===== src/rtl/multicycle_ctrl_fsm.sv =====
// Multi-cycle control unit for addi/bne/lw.
// Sequences DECODE/EXEC/MEM/WB and drives datapath controls.
module multicycle_ctrl_fsm #(
   parameter int DATA_WIDTH  = 32,
   parameter int MEM_TIMEOUT = 15,
   parameter int CNT_WIDTH   = 32
) (
   input  logic                  clk,
   input  logic                  rst_n,
   input  logic [DATA_WIDTH-1:0] instr_i,
   input  logic                  instr_valid_i,
   output logic                  instr_ready_o,
   input  logic                  eq_i,
   input  logic                  mem_ack_i,
   output logic [4:0]            rs1_o,
   output logic [4:0]            rs2_o,
   output logic [4:0]            rd_o,
   output logic [2:0]            alu_ctrl_o,
   output logic [2:0]            imm_src_o,
   output logic                  alu_src_o,
   output logic                  mem_read_o,
   output logic                  reg_write_o,
   output logic                  pc_en_o,
   output logic                  pc_src_o,
   output logic                  illegal_o,
   output logic                  mem_err_o,
   output logic [CNT_WIDTH-1:0]  retired_o
);

   localparam logic [6:0] OP_ADDI = 7'b0010011;
   localparam logic [6:0] OP_BNE  = 7'b1100011;
   localparam logic [6:0] OP_LW   = 7'b0000011;

   localparam logic [2:0] ALU_SUM = 3'b000;
   localparam logic [2:0] ALU_SUB = 3'b001;

   localparam logic [2:0] IMM_I = 3'd0;
   localparam logic [2:0] IMM_B = 3'd3;

   localparam int TW = (MEM_TIMEOUT > 1) ? $clog2(MEM_TIMEOUT) : 1;
   localparam logic [TW-1:0] T_LAST = TW'(MEM_TIMEOUT - 1);

   typedef enum logic [2:0] {
      S_IDLE,
      S_DECODE,
      S_EXEC,
      S_MEM,
      S_WB
   } state_e;

   state_e               state_q, state_d;
   logic [6:0]           op_q, op_d;
   logic [2:0]           f3_q, f3_d;
   logic [4:0]           rd_q, rd_d;
   logic [4:0]           rs1_q, rs1_d;
   logic [4:0]           rs2_q, rs2_d;
   logic [TW-1:0]        cnt_q, cnt_d;
   logic [CNT_WIDTH-1:0] retired_q, retired_d;
   logic                 live_q, live_d;

   logic unused_hi;
   assign unused_hi = ^instr_i[DATA_WIDTH-1:25];

   logic is_addi, is_bne, is_lw, is_legal;
   assign is_addi  = (op_q == OP_ADDI) && (f3_q == 3'b000);
   assign is_bne   = (op_q == OP_BNE)  && (f3_q == 3'b001);
   assign is_lw    = (op_q == OP_LW)   && (f3_q == 3'b010);
   assign is_legal = is_addi | is_bne | is_lw;

   always_ff @(posedge clk or negedge rst_n) begin
      if (!rst_n) begin
         state_q   <= S_IDLE;
         op_q      <= '0;
         f3_q      <= '0;
         rd_q      <= '0;
         rs1_q     <= '0;
         rs2_q     <= '0;
         cnt_q     <= '0;
         retired_q <= '0;
         live_q    <= 1'b0;
      end else begin
         state_q   <= state_d;
         op_q      <= op_d;
         f3_q      <= f3_d;
         rd_q      <= rd_d;
         rs1_q     <= rs1_d;
         rs2_q     <= rs2_d;
         cnt_q     <= cnt_d;
         retired_q <= retired_d;
         live_q    <= live_d;
      end
   end

   always_comb begin
      state_d       = state_q;
      op_d          = op_q;
      f3_d          = f3_q;
      rd_d          = rd_q;
      rs1_d         = rs1_q;
      rs2_d         = rs2_q;
      cnt_d         = cnt_q;
      retired_d     = retired_q;
      live_d        = 1'b1;
      instr_ready_o = 1'b0;
      alu_ctrl_o    = ALU_SUM;
      imm_src_o     = IMM_I;
      alu_src_o     = 1'b0;
      mem_read_o    = 1'b0;
      reg_write_o   = 1'b0;
      pc_en_o       = 1'b0;
      pc_src_o      = 1'b0;
      illegal_o     = 1'b0;
      mem_err_o     = 1'b0;

      unique case (state_q)
         S_IDLE: begin
            // ready stays low until the first edge after reset release
            instr_ready_o = live_q;
            if (live_q && instr_valid_i) begin
               op_d    = instr_i[6:0];
               rd_d    = instr_i[11:7];
               f3_d    = instr_i[14:12];
               rs1_d   = instr_i[19:15];
               rs2_d   = instr_i[24:20];
               state_d = S_DECODE;
            end
         end

         S_DECODE: begin
            imm_src_o = is_bne ? IMM_B : IMM_I;
            if (!is_legal) begin
               illegal_o = 1'b1;
               pc_en_o   = 1'b1;
               state_d   = S_IDLE;
            end else begin
               state_d = S_EXEC;
            end
         end

         S_EXEC: begin
            unique case (1'b1)
               is_bne: begin
                  alu_ctrl_o = ALU_SUB;
                  imm_src_o  = IMM_B;
                  pc_en_o    = 1'b1;
                  pc_src_o   = ~eq_i;
                  retired_d  = retired_q + CNT_WIDTH'(1);
                  state_d    = S_IDLE;
               end
               is_lw: begin
                  alu_src_o = 1'b1;
                  cnt_d     = '0;
                  state_d   = S_MEM;
               end
               default: begin
                  alu_src_o = 1'b1;
                  state_d   = S_WB;
               end
            endcase
         end

         S_MEM: begin
            mem_read_o = 1'b1;
            cnt_d      = cnt_q + TW'(1);
            // an ack on the last allowed cycle still completes the load
            if (mem_ack_i) begin
               state_d = S_WB;
            end else if (cnt_q == T_LAST) begin
               mem_err_o = 1'b1;
               pc_en_o   = 1'b1;
               state_d   = S_IDLE;
            end
         end

         S_WB: begin
            reg_write_o = (rd_q != 5'd0);
            pc_en_o     = 1'b1;
            retired_d   = retired_q + CNT_WIDTH'(1);
            state_d     = S_IDLE;
         end

         default: state_d = S_IDLE;
      endcase
   end

   assign rs1_o     = rs1_q;
   assign rs2_o     = rs2_q;
   assign rd_o      = rd_q;
   assign retired_o = retired_q;

endmodule


===== config.mk =====
export PLATFORM = sky130hd
export DESIGN_NAME = multicycle_ctrl_fsm
export DESIGN_NICKNAME = d
export VERILOG_FILES = /design/src/rtl/multicycle_ctrl_fsm.sv
export SDC_FILE = /design/constraint.sdc
export NUM_CORES = 1
export LEC_CHECK = 0
export CORE_AREA = 5 5 94 96
export CTS_BUF_LIST = sky130_fd_sc_hd__clkbuf_4
export DETAILED_ROUTE_END_ITERATION = 8
export DIE_AREA = 0 0 99 101
export PLACE_DENSITY_LB_ADDON = 0.25
export REMOVE_ABC_BUFFERS = 1
export SLEW_MARGIN = 10
export SYNTH_ARGS = -nofsm -noshare
export SYNTH_HDL_FRONTEND = slang
export SYNTH_SLANG_ARGS = --single-unit

===== constraint.sdc =====
create_clock -name clk -period 4.3 [get_ports clk]
set_input_delay 1.29 -clock clk [delete_from_list [all_inputs] [get_ports clk]]
set_output_delay 1.29 -clock clk [all_outputs]
set_load 0.005 [all_outputs]

After elaboration in Yosys (flattened, before gate mapping)

Index checks and enable logic that the tools add are counted.

Input port bits: 37
Word-level logic and storage cells: 70
Register bits after elaboration: 65

Bitwise logic cells: 3
$add $sub $neg: 2
Muxes and demuxes: 28
Reduce and logical (&&, ||, !) cells: 14
Eq/ne operators: 14

Operators by type and width:

| kind                                                                  | count |
|---|---|
| 32-bit case mux with 2 select lines                                   | 1 |
| 32-bit by 1-bit adder with 32-bit output, second input constant       | 1 |
| 32-bit 2-to-1 mux                                                     | 1 |
| 3-bit 2-to-1 mux                                                      | 5 |
| 1-bit 2-to-1 mux                                                      | 14 |
| 3-bit case mux with 4 select lines                                    | 1 |
| 3-bit by 2-bit equality test with 1-bit output, second input constant | 3 |
| 4-bit case mux with 2 select lines                                    | 1 |
| 2-bit AND reduction                                                   | 4 |
| 7-bit by 2-bit equality test with 1-bit output, second input constant | 1 |
| 7-bit by 5-bit equality test with 1-bit output, second input constant | 1 |
| 7-bit equality test, second input constant                            | 1 |
| 3-bit by 1-bit equality test with 1-bit output, second input constant | 2 |
| 3-bit logical NOT                                                     | 2 |
| 2-bit != test, second input constant                                  | 3 |
| 3-bit case mux with 2 select lines                                    | 1 |
| 5-bit nonzero test                                                    | 1 |
| 4-bit by 1-bit adder with 4-bit output, second input constant         | 1 |
| 4-bit equality test, second input constant                            | 1 |
| 1-bit logical AND                                                     | 4 |
| 2-bit 2-to-1 mux                                                      | 2 |
| 4-bit 2-to-1 mux                                                      | 1 |
| 1-bit case mux with 4 select lines                                    | 1 |
| 2-bit nonzero test                                                    | 2 |
| other kinds (5)                                                       | 6 |

Longest topological paths before layout

Word-level depth: 6
Gate-level depth with buffers: 8

Worst setup path before layout

OpenSTA, ideal clock, no wires.

Path type: in2out
Start point: in mem_ack_i
End point: out pc_en_o
Path slack: 1296 ps
Cell stages on the path: 2
Path buffers: 0
Arrival: 1714 ps
Data required time: 3010 ps
Path through: nor3_1 -> or3_1

Longest elaborated chain between the ends: 2

Ends and longest elaborated chain:

| element                            | RTL line | source |
|---|---|---|
| start, declared                    | 14       | `input logic mem_ack_i,` |
| 1-bit 2-to-1 mux                   | 166      | `if (mem_ack_i) begin` |
| 1-bit case mux with 4 select lines | 115      | `unique case (state_q)` |
| end, declared                      | 23       | `output logic pc_en_o,` |

Every way passes these cells.

Worst setup path after layout

Ends and elaborated chain as after synthesis.

==> impl_metrics.py <==
metrics = {
    "status": {
        "status": "complete, no violations",
    },
    "setup_path": {
        "critPathKind": "in2out",
        "critical_path.most_common_cell": "clkdlybuf4s50_1",
        "r2r-end": "retired_o[21]",
        "required_ns": 3.01,
        "cp-end-kind": "output port",
        "worstPathArrival_ns": 2.68,
        "critPathLaunchType": "input pin",
        "r2r_setup_slack_ns": 2.20,
        "cpMaxStageDelayCell": "clkdlybuf4s50_1",
        "regToRegStartpoint": "retired_o[2]",
        "critPathMaxStageDelay_ns": 0.50,
        "cp_max_fo": 3,
        "rr_worst_depth": 5,
        "crit_chain": "clkdlybuf4s50_1 > nor3_1 > or3_1 > clkdlybuf4s50_1",
    },
    "timing": {
        "rsz0062_at_grt": "false",
        "fin_crit_ns": 3.97,
        "setup_viol": 0,
        "worst_slack_ns": 0.329,
        "slew_viol_final": 0,
        "finalCritPeriodShare": 0.923,
        "timing.hold.ws_ns": 0.478,
        "timing.fmax_mhz": 252,
        "finClkSkew_ns": 0.0151,
        "worstMarginPinSlew_ns": 0.844,
        "final_hold_viol_count": 0,
        "fin_tns_setup_ns": 0,
        "max-slew-margin-rel": 0.438,
    },
    "synth": {
        "synth_top_area_frac": 0.530,
        "synth_edf_count": 0,
        "syn_inst": 259,
        "synthTopCellsByArea": "dfrtp_1 (53%), mux2_2 (9.2%), xnor2_1 (9.1%)",
        "yosys_most_used_dff": "dfrtp_1",
        "yosysTopAreaCell": "dfrtp_1",
        "async_reset_ff_frac": 1.00,
        "synth_common_cells": "dfrtp_1 (65), xnor2_1 (32), mux2_2 (25)",
        "ys_ff_latch": 65,
        "synth_area_per_cell_um2": 11.8,
        "syn_area_um2": 3070,
        "synth-seq-area-share": 0.530,
        "yosysUniqueCellTypes": 35,
        "ys_warn_count": 0,
        "yosysMostFrequentCell": "dfrtp_1",
    },
    "clocking": {
        "htreeDepth": 3,
        "clk_pin_slew_ns": 0.11,
        "clock_latency_ns": 0.39,
        "cts_buffer_depth": 2,
        "cts_made_buffers": 9,
        "cts_post_setup_buffers_inserted": 0,
        "clock-sinks": 65,
        "cts_tree": "yes",
        "cts_hold_buffers": 0,
        "cts_resized": 0,
        "root_buffer": "clkbuf_4",
    },
    "placement": {
        "placed_area_um2": 3980,
        "pre_cts_ws_ns": 0.332,
        "dp_hpwl_mm": 4.66,
        "gp_congestion": 0.749,
        "dp.cells": 440,
        "io_buffers": 87,
    },
    "power": {
        "peakVddDrop_uv": 155,
        "p_leak_nw": 1.72,
        "finalPower_mw": 1.27,
        "powerDensity_nw_per_um2": 309,
    },
    "layout": {
        "fin_nets": 386,
        "multi_input_area_um2": 1320,
        "stdcell_count": 456,
        "area_growth_syn_to_layout_pct": 34.1,
        "fillCellCount": 708,
        "seq_area_um2": 1630,
        "layout-drive-gt1-share": 0.148,
        "antenna_cells": 0,
        "finish.utilization": 0.516,
        "postLayoutCellArea_um2": 4110,
    },
    "floorplan": {
        "rows": 33,
        "initial_core_util": 0.385,
        "die_area_um2": 10000,
        "core_um2": 7970,
        "die_h_um": 101,
        "die_w_um": 99,
        "ios": 98,
    },
    "route": {
        "drtIter0Drc": 52,
        "vias": 2198,
        "wirelength_mm": 6.40,
        "wl_per_cell_um": 14.0,
        "ant_nets": 0,
        "vias_per_cell": 4.82,
        "dr.pass1.iters": 4,
        "drc": 0,
    },
    "global_route": {
        "grt_pass1_wl_mm": 10.8,
        "globalRoute.totalOverflow": 0,
        "antenna_found_initial": 0,
        "track_usage": 0.136,
        "grt_pass1_vias": 2203,
        "grt_max_degree": 37,
    },
    "hold_path": {
        "hold_path.startpoint": "retired_o[31]",
        "hold_depth": 1,
        "hold_path.class": "reg2reg",
        "min_to": "retired_o[31]",
    },
    "run": {
        "cap_violations": 0,
    },
}
==> registers in the layout, indices dropped and copies added (netlist names) <==
signal	count
state_q	3
cnt_q	4
retired_o	32
f3_q	3
live_q	1
rs1_o	5
rs2_o	5
rd_o	5
op_q	7
==> logic make-up (layout without fill, tap and decap cells) <==
family / after synthesis / after routing / synth area share
xor+xnor: 34 / 34 / 0.0971
simple gates: 99 / 99 / 0.196
buf+inv: 20 / 110 / 0.0416
compound gates: 11 / 11 / 0.0285
mux: 25 / 25 / 0.0918
flops: 65 / 65 / 0.530
fa+ha+maj: 3 / 3 / 0.0122
other cells: 2 / 4 / 0.00245
==> where the power goes <==
part	switching (mW)	internal (mW)
logic	0.0579	0.123
clock network	0.215	0.180
registers	0.0378	0.658
==> critical path, delay by kind of cell <==
kind | cells | cell delay (ns)
buf+inv | 2 | 0.95
simple gates | 2 | 0.44
==> cell type report <==
class                      instances  share of cell area
inverter                           5             0.00456
tap                              105              0.0319
clock inverter                     6              0.0143
timing repair buffer              89               0.214
sequential                        65               0.395
clock buffer                      10              0.0183
multi-input combinational        176               0.321
==> metal layers <==
layer	routed length [um]	global-route usage	up-vias
li1	-	-	1065
met1	2820	0.171	1082
met2	3210	0.222	41
met3	256	0.0304	10
met4	113	0.0672	0
met5	0	0	-
==> cell usage in the layout (no fill, tap or decap), drive strengths merged, types with 2 or more instances in the layout <==
| cell | instances |
|---|---|
| nand2 | 15 |
| nor4 | 3 |
| nand2b | 2 |
| buf | 3 |
| clkinv | 3 |
| clkdlybuf4s50 | 86 |
| dfrtp | 65 |
| or3 | 3 |
| nor4b | 2 |
| mux2 | 25 |
| conb | 4 |
| o21ai | 5 |
| nor2 | 10 |
| o211ai | 2 |
| xor2 | 2 |
| and3 | 7 |
| inv | 5 |
| nand3 | 20 |
| clkbuf | 10 |
| a21oi | 2 |
| nor3 | 5 |
| ha | 3 |
| nand4 | 17 |
| xnor2 | 32 |
| clkinvlp | 2 |
| and2 | 10 |
==> worst max-delay path by stage <==
stage / startpoint / to / slack, ns / cells past startpoint
final: mem_ack_i / pc_en_o / 0.33 / 4
after global routing: mem_ack_i / pc_en_o / 0.29 / 4
after CTS: mem_ack_i / pc_en_o / 0.33 / 4
after detailed placement: mem_ack_i / pc_en_o / 0.33 / 4
after global placement: mem_ack_i / pc_en_o / 0.33 / 4
after floorplan: mem_ack_i / pc_en_o / 1.30 / 2
(Power assumes the default switching activity.)
